File: config.mk
export PLATFORM = sky130hd
export DESIGN_NAME = sgd_train_sched
export DESIGN_NICKNAME = d
export VERILOG_FILES = /design/src/rtl/sgd_train_sched.sv
export SDC_FILE = /design/constraint.sdc
export NUM_CORES = 1
export LEC_CHECK = 0
export BUFFER_PORTS_ARGS = -buffer_cell sky130_fd_sc_hd__buf_4
export CAP_MARGIN = 25
export CORE_AREA = 2 2 636 638
export CTS_BUF_LIST = sky130_fd_sc_hd__clkbuf_8
export DETAILED_ROUTE_END_ITERATION = 10
export DIE_AREA = 0 0 638 640
export PLACE_DENSITY_LB_ADDON = 0.08
export SLEW_MARGIN = 20
export SYNTH_ARGS = -nofsm -noshare
export SYNTH_HDL_FRONTEND = slang
export SYNTH_SLANG_ARGS = --single-unit
export TNS_END_PERCENT = 10
File: constraint.sdc
create_clock -name CLK -period 2.5 [get_ports CLK]
set_clock_uncertainty 0.2 [all_clocks]
set_input_delay 0.25 -clock CLK [delete_from_list [all_inputs] [get_ports CLK]]
set_output_delay 0.25 -clock CLK [all_outputs]
set_load 0.02 [all_outputs]
File: src/rtl/sgd_train_sched.sv
// Training sequencer for the SGD datapath: arbitrates one single-port dataset RAM
// between the host loader and the run, streams words to the datapath, writes back weights.
module sgd_train_sched #(
  parameter int ADDR_WIDTH   = 12,
  parameter int MAX_FEATURES = 15,
  parameter int LENGTH       = 16,
  parameter int DATA_WIDTH   = LENGTH * (MAX_FEATURES + 1)
) (
  input  logic                  CLK,
  input  logic                  RST_N,
  input  logic                  start,
  input  logic                  abort,
  input  logic [3:0]            feat,
  input  logic [ADDR_WIDTH-1:0] data_points,
  input  logic [7:0]            epoch,
  input  logic [3:0]            learn_rate,
  input  logic                  host_req,
  input  logic                  host_we,
  input  logic [ADDR_WIDTH-1:0] host_addr,
  input  logic [DATA_WIDTH-1:0] host_wdata,
  output logic                  host_gnt,
  output logic [DATA_WIDTH-1:0] host_rdata,
  output logic                  ram_en,
  output logic                  ram_we,
  output logic [ADDR_WIDTH-1:0] ram_addr,
  output logic [DATA_WIDTH-1:0] ram_wdata,
  input  logic [DATA_WIDTH-1:0] ram_rdata,
  output logic                  dp_valid,
  output logic                  dp_wload,
  output logic [DATA_WIDTH-1:0] dp_data,
  input  logic                  dp_ready,
  input  logic [DATA_WIDTH-1:0] w_in,
  output logic [3:0]            cfg_feat,
  output logic [3:0]            cfg_lr,
  output logic [7:0]            epoch_cnt,
  output logic                  busy,
  output logic                  done
);

  typedef enum logic [2:0] {
    S_IDLE = 3'd0,
    S_RD   = 3'd1,
    S_LAT  = 3'd2,
    S_PRES = 3'd3,
    S_WB   = 3'd4,
    S_DONE = 3'd5
  } state_t;

  state_t                state_q, state_d;
  logic [ADDR_WIDTH-1:0] dp_cnt_q, dp_cnt_d;
  logic [ADDR_WIDTH-1:0] n_q, n_d;
  logic [7:0]            e_q, e_d;
  logic [7:0]            epoch_cnt_q, epoch_cnt_d;
  logic [3:0]            feat_q, feat_d;
  logic [3:0]            lr_q, lr_d;
  logic [DATA_WIDTH-1:0] dp_data_q;

  always_ff @(posedge CLK) begin
    if (!RST_N) begin
      state_q     <= S_IDLE;
      dp_cnt_q    <= '0;
      n_q         <= '0;
      e_q         <= '0;
      epoch_cnt_q <= '0;
      feat_q      <= '0;
      lr_q        <= '0;
      dp_data_q   <= '0;
    end else begin
      state_q     <= state_d;
      dp_cnt_q    <= dp_cnt_d;
      n_q         <= n_d;
      e_q         <= e_d;
      epoch_cnt_q <= epoch_cnt_d;
      feat_q      <= feat_d;
      lr_q        <= lr_d;
      if (state_q == S_LAT) dp_data_q <= ram_rdata;
    end
  end

  always_comb begin
    state_d     = state_q;
    dp_cnt_d    = dp_cnt_q;
    n_d         = n_q;
    e_d         = e_q;
    epoch_cnt_d = epoch_cnt_q;
    feat_d      = feat_q;
    lr_d        = lr_q;
    host_gnt    = 1'b0;
    ram_en      = 1'b0;
    ram_we      = 1'b0;
    ram_addr    = '0;
    ram_wdata   = '0;
    dp_valid    = 1'b0;
    dp_wload    = 1'b0;
    done        = 1'b0;

    case (state_q)
      S_IDLE: begin
        host_gnt = host_req & ~start;
        if (host_gnt) begin
          ram_en    = 1'b1;
          ram_we    = host_we;
          ram_addr  = host_addr;
          ram_wdata = host_wdata;
        end
        if (start) begin
          n_d         = data_points;
          e_d         = epoch;
          feat_d      = feat;
          lr_d        = learn_rate;
          dp_cnt_d    = '0;
          epoch_cnt_d = '0;
          state_d     = (data_points == '0 || epoch == 8'd0) ? S_DONE : S_RD;
        end
      end
      S_RD: begin
        ram_en   = 1'b1;
        ram_addr = dp_cnt_q;
        state_d  = S_LAT;
      end
      S_LAT: state_d = S_PRES;
      S_PRES: begin
        dp_valid = 1'b1;
        dp_wload = (dp_cnt_q == '0);
        if (dp_ready) begin
          if (dp_cnt_q < n_q) begin
            dp_cnt_d = dp_cnt_q + 1'b1;
            state_d  = S_RD;
          end else begin
            // end of epoch: later epochs skip the weight word at addr 0
            epoch_cnt_d = epoch_cnt_q + 8'd1;
            dp_cnt_d    = {{(ADDR_WIDTH-1){1'b0}}, 1'b1};
            state_d     = (epoch_cnt_q + 8'd1 == e_q) ? S_WB : S_RD;
          end
        end
      end
      S_WB: begin
        ram_en    = ~abort;
        ram_we    = ~abort;
        ram_addr  = n_q + 1'b1;
        ram_wdata = w_in;
        state_d   = S_DONE;
      end
      S_DONE: begin
        done    = ~abort;
        state_d = S_IDLE;
      end
      default: state_d = S_IDLE;
    endcase

    if (abort && state_q != S_IDLE) begin
      state_d     = S_IDLE;
      dp_cnt_d    = dp_cnt_q;
      epoch_cnt_d = epoch_cnt_q;
    end
  end

  assign host_rdata = ram_rdata;
  assign dp_data    = dp_data_q;
  assign cfg_feat   = feat_q;
  assign cfg_lr     = lr_q;
  assign epoch_cnt  = epoch_cnt_q;
  assign busy       = (state_q != S_IDLE);

endmodule

Word-level counts from Yosys, hierarchy flattened
Cells that the tools add are included.
{"block": "classes", "add_sub_neg": 3, "n_lt_le_gt_ge": 1, "eq_ne": 9, "muxes": 26, "bitwise_logic": 5, "n_reduce_logical": 13}
{"cell": "$pmux 256 s2", "n": 1}
{"cell": "$mux 256", "n": 1}
{"cell": "$mux 12", "n": 4}
{"cell": "$pmux 12 s3", "n": 1}
{"cell": "$add 12x1->12 const B", "n": 2}
{"cell": "$logic_not 12->1", "n": 2}
{"cell": "$mux 8", "n": 3}
{"cell": "$pmux 12 s2", "n": 1}
{"cell": "$pmux 8 s2", "n": 1}
{"cell": "$mux 3", "n": 5}
{"cell": "$pmux 3 s5", "n": 1}
{"cell": "$lt 12x12->1", "n": 1}
{"cell": "$add 8x1->8 const B", "n": 1}
{"cell": "$eq 8x8->1", "n": 1}
{"cell": "$logic_not 8->1", "n": 1}
{"cell": "$eq 3x2->1 const B", "n": 2}
{"cell": "$eq 3x3->1 const B", "n": 2}
{"cell": "$mux 1", "n": 6}
{"cell": "$ne 2x2->1 const B", "n": 3}
{"cell": "$reduce_and 5->1", "n": 1}
{"cell": "$not 1->1", "n": 4}
{"cell": "$reduce_and 2->1", "n": 2}
{"cell": "$reduce_and 4->1", "n": 1}
{"cell": "$eq 3x1->1 const B", "n": 1}
{"cell": "other kinds (9)", "n": 9}
{"block": "totals", "reg_bits": 307, "in_bits": 815, "out_inout_bits": 803, "elab_cells": 65}

Longest topological paths before layout
{"block": "depth", "word_depth": 6, "ltp_mapped": 10, "mapped_depth_nobuf": 8}

Worst setup path after synthesis
No wires, ideal clock.
{"block": "synth_path", "path_type": "register to register", "from": "reg n_q[4]", "to": "reg epoch_cnt_q[2], in the netlist epoch_cnt[2]", "setup_ns": 0.120, "t_arrival_ns": 2.069, "required_time_ns": 2.180, "path_slack_ns": 0.112, "stages_incl_launch_ff": 10, "path_buffers": 1, "period_less_slack_ns": 2.388, "cell_sequence": "dfxtp_1 -> clkbuf_1 -> inv_1 -> ha_1 -> nand2_1 -> or3_1 -> o221ai_2 -> a211oi_1 -> o21a_1 -> a211o_1"}
{"block": "synth_between", "elab_chain_len": 3}
{"item": "from (decl)", "line_no": "51", "rtl": "logic [ADDR_WIDTH-1:0] n_q, n_d;"}
{"item": "from (signal assigned)", "line_no": "71", "rtl": "n_q <= n_d;"}
{"item": "$lt 12x12->1", "line_no": "126", "rtl": "if (dp_cnt_q < n_q) begin"}
{"item": "$ne 2x2->1 (no source line)"}
{"item": "$reduce_and 5->1 (no source line)"}
{"item": "to (signal assigned)", "line_no": "73", "rtl": "epoch_cnt_q <= epoch_cnt_d;"}
{"item": "to (decl)", "line_no": "53", "rtl": "logic [7:0] epoch_cnt_q, epoch_cnt_d;"}
Every way passes these cells.
A chain may end at the register's enable or synchronous reset.

Worst setup path in the final report
{"block": "layout_path", "from": "reg state_q[0]", "to": "out ram_wdata[50]"}
{"block": "layout_between", "elab_chain_len": 2, "word_cells_on_any_way": 3, "classes_between": "1 x eq/ne; 1 x mux; 1 x reduce/logical"}
{"item": "from (decl)", "line_no": "49", "rtl": "state_t state_q, state_d;"}
{"item": "from (signal assigned)", "line_no": "69", "rtl": "state_q <= state_d;"}
{"item": "$eq 3x3->1 or $logic_not 3->1 (tied branches)", "line_no": "97", "rtl": "case (state_q)"}
{"item": "$pmux 256 s2 (*)", "line_no": "97"}
{"item": "to (decl)", "line_no": "26", "rtl": "output logic [DATA_WIDTH-1:0] ram_wdata,"}
Mark *: on every way between the ends. The rest lies on a longest branch, timed or not.

==> reports/results.txt <==
initial antenna violation count -> 117
max layer used -> met5
Chip Width -> 638 um
total routing usage reported by global routing -> 11.51%
most frequently used cell type in the post-synthesis netlist -> sky130_fd_sc_hd__nand2_1
initial drt markers -> 952
cells after synthesis -> 2094
Crit path arrival time -> 2.67 ns
unrepaired setup endpoints after global routing -> yes
standard-cell row count -> 233
post-synthesis area per instance -> 7.725 sq um
depth of the most critical reg-to-reg path -> 8
total I/O pin count -> 1618
sequential fraction of the synthesis area -> 37.99%
number of clock sinks -> 307
detailed-routed wire length on met3 -> 16170 um
Clock H-tree levels -> 3
transition at the pin with the smallest max-transition slack -> 0.7278 ns
result of the run -> finished, violations left
Post-Syn Nets -> 2924
detail-routed net length per standard cell -> 25.87 um
post-route fraction of the period consumed by the critical path -> 125.0%
Worst-Skew Late Latency -> 0.83 ns
dpl cells -> 8723
relative slew slack -> 50.87%
Setup WS post-layout -> -0.6244 ns
share of final-layout standard cells stronger than drive strength 1 -> 46.30%
final weighted congestion of routability-driven global placement -> 0.9517
number of stages on the worst hold path -> 4
highest clock frequency the design can meet -> 320.1 MHz
buffer cell driving the clock tree root -> sky130_fd_sc_hd__clkbuf_8
path category of the worst min-delay check -> in2reg
total length of routed met2 wires -> 148100 um
share of synthesized registers carrying an async set or reset -> 0%
via count of the first global-routing pass -> 25190
initial core utilization -> 4.030%
top post-synthesis cells by count -> sky130_fd_sc_hd__nand2_1 (592), sky130_fd_sc_hd__dfxtp_1 (307), sky130_fd_sc_hd__a21oi_1 (297)
Die Ht -> 640 um
total gr overflow -> 0
number of distinct standard cells referenced by the synthesized netlist -> 49
Worst setup SP type -> flop
violated checks -> negative setup slack
minimum period implied by the final worst setup slack -> 3.124 ns
Routed Antenna Nets -> 0
number of clock buffers inserted by TritonCTS -> 82
worst supply voltage drop on vdd -> 0.2956 mV
library cell occupying the most area in the post-synthesis netlist -> sky130_fd_sc_hd__dfxtp_1
fraction of synthesized cell area taken by the top area cell type -> 37.99%
first-pass GRT wire length -> 300200 um
Layout Area Growth over Synthesis -> 168.4%
core region area -> 401400 sq um
core occupancy in the finished layout -> 10.81%
commonest register cell after synthesis -> sky130_fd_sc_hd__dfxtp_1
leading post-synthesis cells by cell area -> sky130_fd_sc_hd__dfxtp_1 (38%), sky130_fd_sc_hd__a22o_1 (14%), sky130_fd_sc_hd__nand2_1 (14%)
wire length the detailed router placed on met1 -> 72840 um
DRT Pass-1 Iters -> 4
number of max-slew violations in the final report -> 0
Post-Route WL -> 246900 um
number of synthesized register bits -> 307
leakage power summed over all cells -> 17.94 nW
setup TNS -> -141.53 ns
per-cell via count in the routed design -> 2.535
die area -> 408300 sq um
Nets -> 5018
Crit Path Category -> reg2out
via count -> 24200
count of final hold-check violations -> 0
number of remaining DRC errors -> 0
clock tree from TritonCTS -> yes
Clock Pin Slew Worst Setup and Hold Paths -> 0.05 ns
CP Data Required Time -> 2.05 ns
pin count of the biggest net entering global routing -> 60
total standard cell area after synthesis -> 16180 sq um
number of endpoints failing setup at the final stage -> 274
Post-synth EDFFs -> 0
number of buffers added on ports -> 1617
final cell count without fillers -> 9544
power per cell area -> 441.4 nW/um^2
highest net fanout along the worst path -> 36
sort of element at the end of the critical path -> output port
final hold slack -> 0.1631 ns
half-perimeter wire length after detailed placement -> 214500 um
Max-cap violations -> 0
buffers from clock root to sink, at most -> 4
yosys warns -> 0
## per-layer routing
layer  vias up  track usage (%)
li1      11170                -
met1     11580            9.644
met5         -                0
met3       340            3.310
met4        36            3.834
met2      1070            24.82
## flip-flops by register name, summed over array words and instances (netlist names)
name / flops
dp_data: 256
dp_cnt_q: 12
n_q: 12
e_q: 8
epoch_cnt: 8
cfg_feat: 4
cfg_lr: 4
state_q: 3
## layout by cell type, fill, tap and decap left out, types with 7 or more instances in the layout
| cell type | count |
|---|---|
| sky130_fd_sc_hd__a21o_1 | 7 |
| sky130_fd_sc_hd__a21oi_1 | 292 |
| sky130_fd_sc_hd__a22o_1 | 221 |
| sky130_fd_sc_hd__a22o_4 | 30 |
| sky130_fd_sc_hd__a22oi_1 | 9 |
| sky130_fd_sc_hd__buf_12 | 31 |
| sky130_fd_sc_hd__buf_16 | 22 |
| sky130_fd_sc_hd__buf_4 | 1607 |
| sky130_fd_sc_hd__buf_6 | 114 |
| sky130_fd_sc_hd__buf_8 | 15 |
| sky130_fd_sc_hd__clkbuf_8 | 96 |
| sky130_fd_sc_hd__dfxtp_1 | 304 |
| sky130_fd_sc_hd__diode_2 | 22 |
| sky130_fd_sc_hd__dlygate4sd3_1 | 634 |
| sky130_fd_sc_hd__ha_1 | 14 |
| sky130_fd_sc_hd__inv_1 | 46 |
| sky130_fd_sc_hd__nand2_1 | 590 |
| sky130_fd_sc_hd__nand3_1 | 16 |
| sky130_fd_sc_hd__nand4_1 | 8 |
| sky130_fd_sc_hd__nor2_1 | 30 |
| sky130_fd_sc_hd__nor4_1 | 10 |
| sky130_fd_sc_hd__o21ai_1 | 12 |
| sky130_fd_sc_hd__xnor2_1 | 17 |
| sky130_fd_sc_hd__xor2_1 | 13 |
## logic make-up (layout without fill, tap and decap cells)
kind of cell	count (synthesis)	count (layout)	synth area share, %
flip-flops	307	307	37.99
XOR/XNOR	30	30	1.624
other	0	22	0
adder cells (fa/ha/maj)	15	15	1.160
buffers and inverters	438	2579	16.48
AND/OR/NAND/NOR	693	693	17.13
AO/OA/AOI/OAI	611	611	25.61
## report_power, final
group	internal, W	leakage [nW]	switching [W]
sequential	0.00519	2.49	0.000167
combinational	0.00331	14.6	0.00383
clock	0.00363	0.886	0.00303
## worst paths after layout
path	end	slack [ns]	start
max	ram_wdata[50]	-0.62	state_q[0]
min reg2reg	dp_data[248]	0.25	dp_data[248]
min	dp_data[9]	0.16	ram_rdata[9]
max reg2reg	epoch_cnt[2]	-0.02	n_q[5]
## repair_timing
item,CTS,global route
cloned,14,0
endpoints found under the hold margin,307,0
hold buffers,634,0
setup buffers,19,1
pin swaps,87,27
resized for setup,230,30
endpoints found under the setup margin,289,346
## through the flow
stage / power [W] / worst slack [ns] / instance area [sq um]
CTS: 0.02008 / -0.8324 / 43220
global route: 0.02041 / -0.8351 / 43380
floorplan: 0.007783 / 0.1116 / 16180
global placement: 0.01173 / -0.3647 / 33810
detailed placement: 0.01169 / -0.3367 / 33810
finish: 0.01916 / -0.6244 / 43410
## area by class of cell
class	instances	area (sq um)
fill	46540	358000
tap	5287	6615
timing repair buffer	2426	21240
sequential	307	6152
antenna	22	55.05
clock inverter	35	200.2
inverter	22	90.09
multi-input combinational	1349	7737
clock buffer	96	1321
## worst max-delay path, cell delays in order, from the launching register on
cell	delay, ns
sky130_fd_sc_hd__dfxtp_2	0.33
sky130_fd_sc_hd__nor3_4	0.21
sky130_fd_sc_hd__inv_2	0.07
sky130_fd_sc_hd__nor3b_4	0.21
sky130_fd_sc_hd__buf_12	0.19
sky130_fd_sc_hd__buf_12	0.21
sky130_fd_sc_hd__buf_16	0.22
sky130_fd_sc_hd__a22o_1	0.21
sky130_fd_sc_hd__buf_4	0.16
Power figures use the tool's default switching activity.
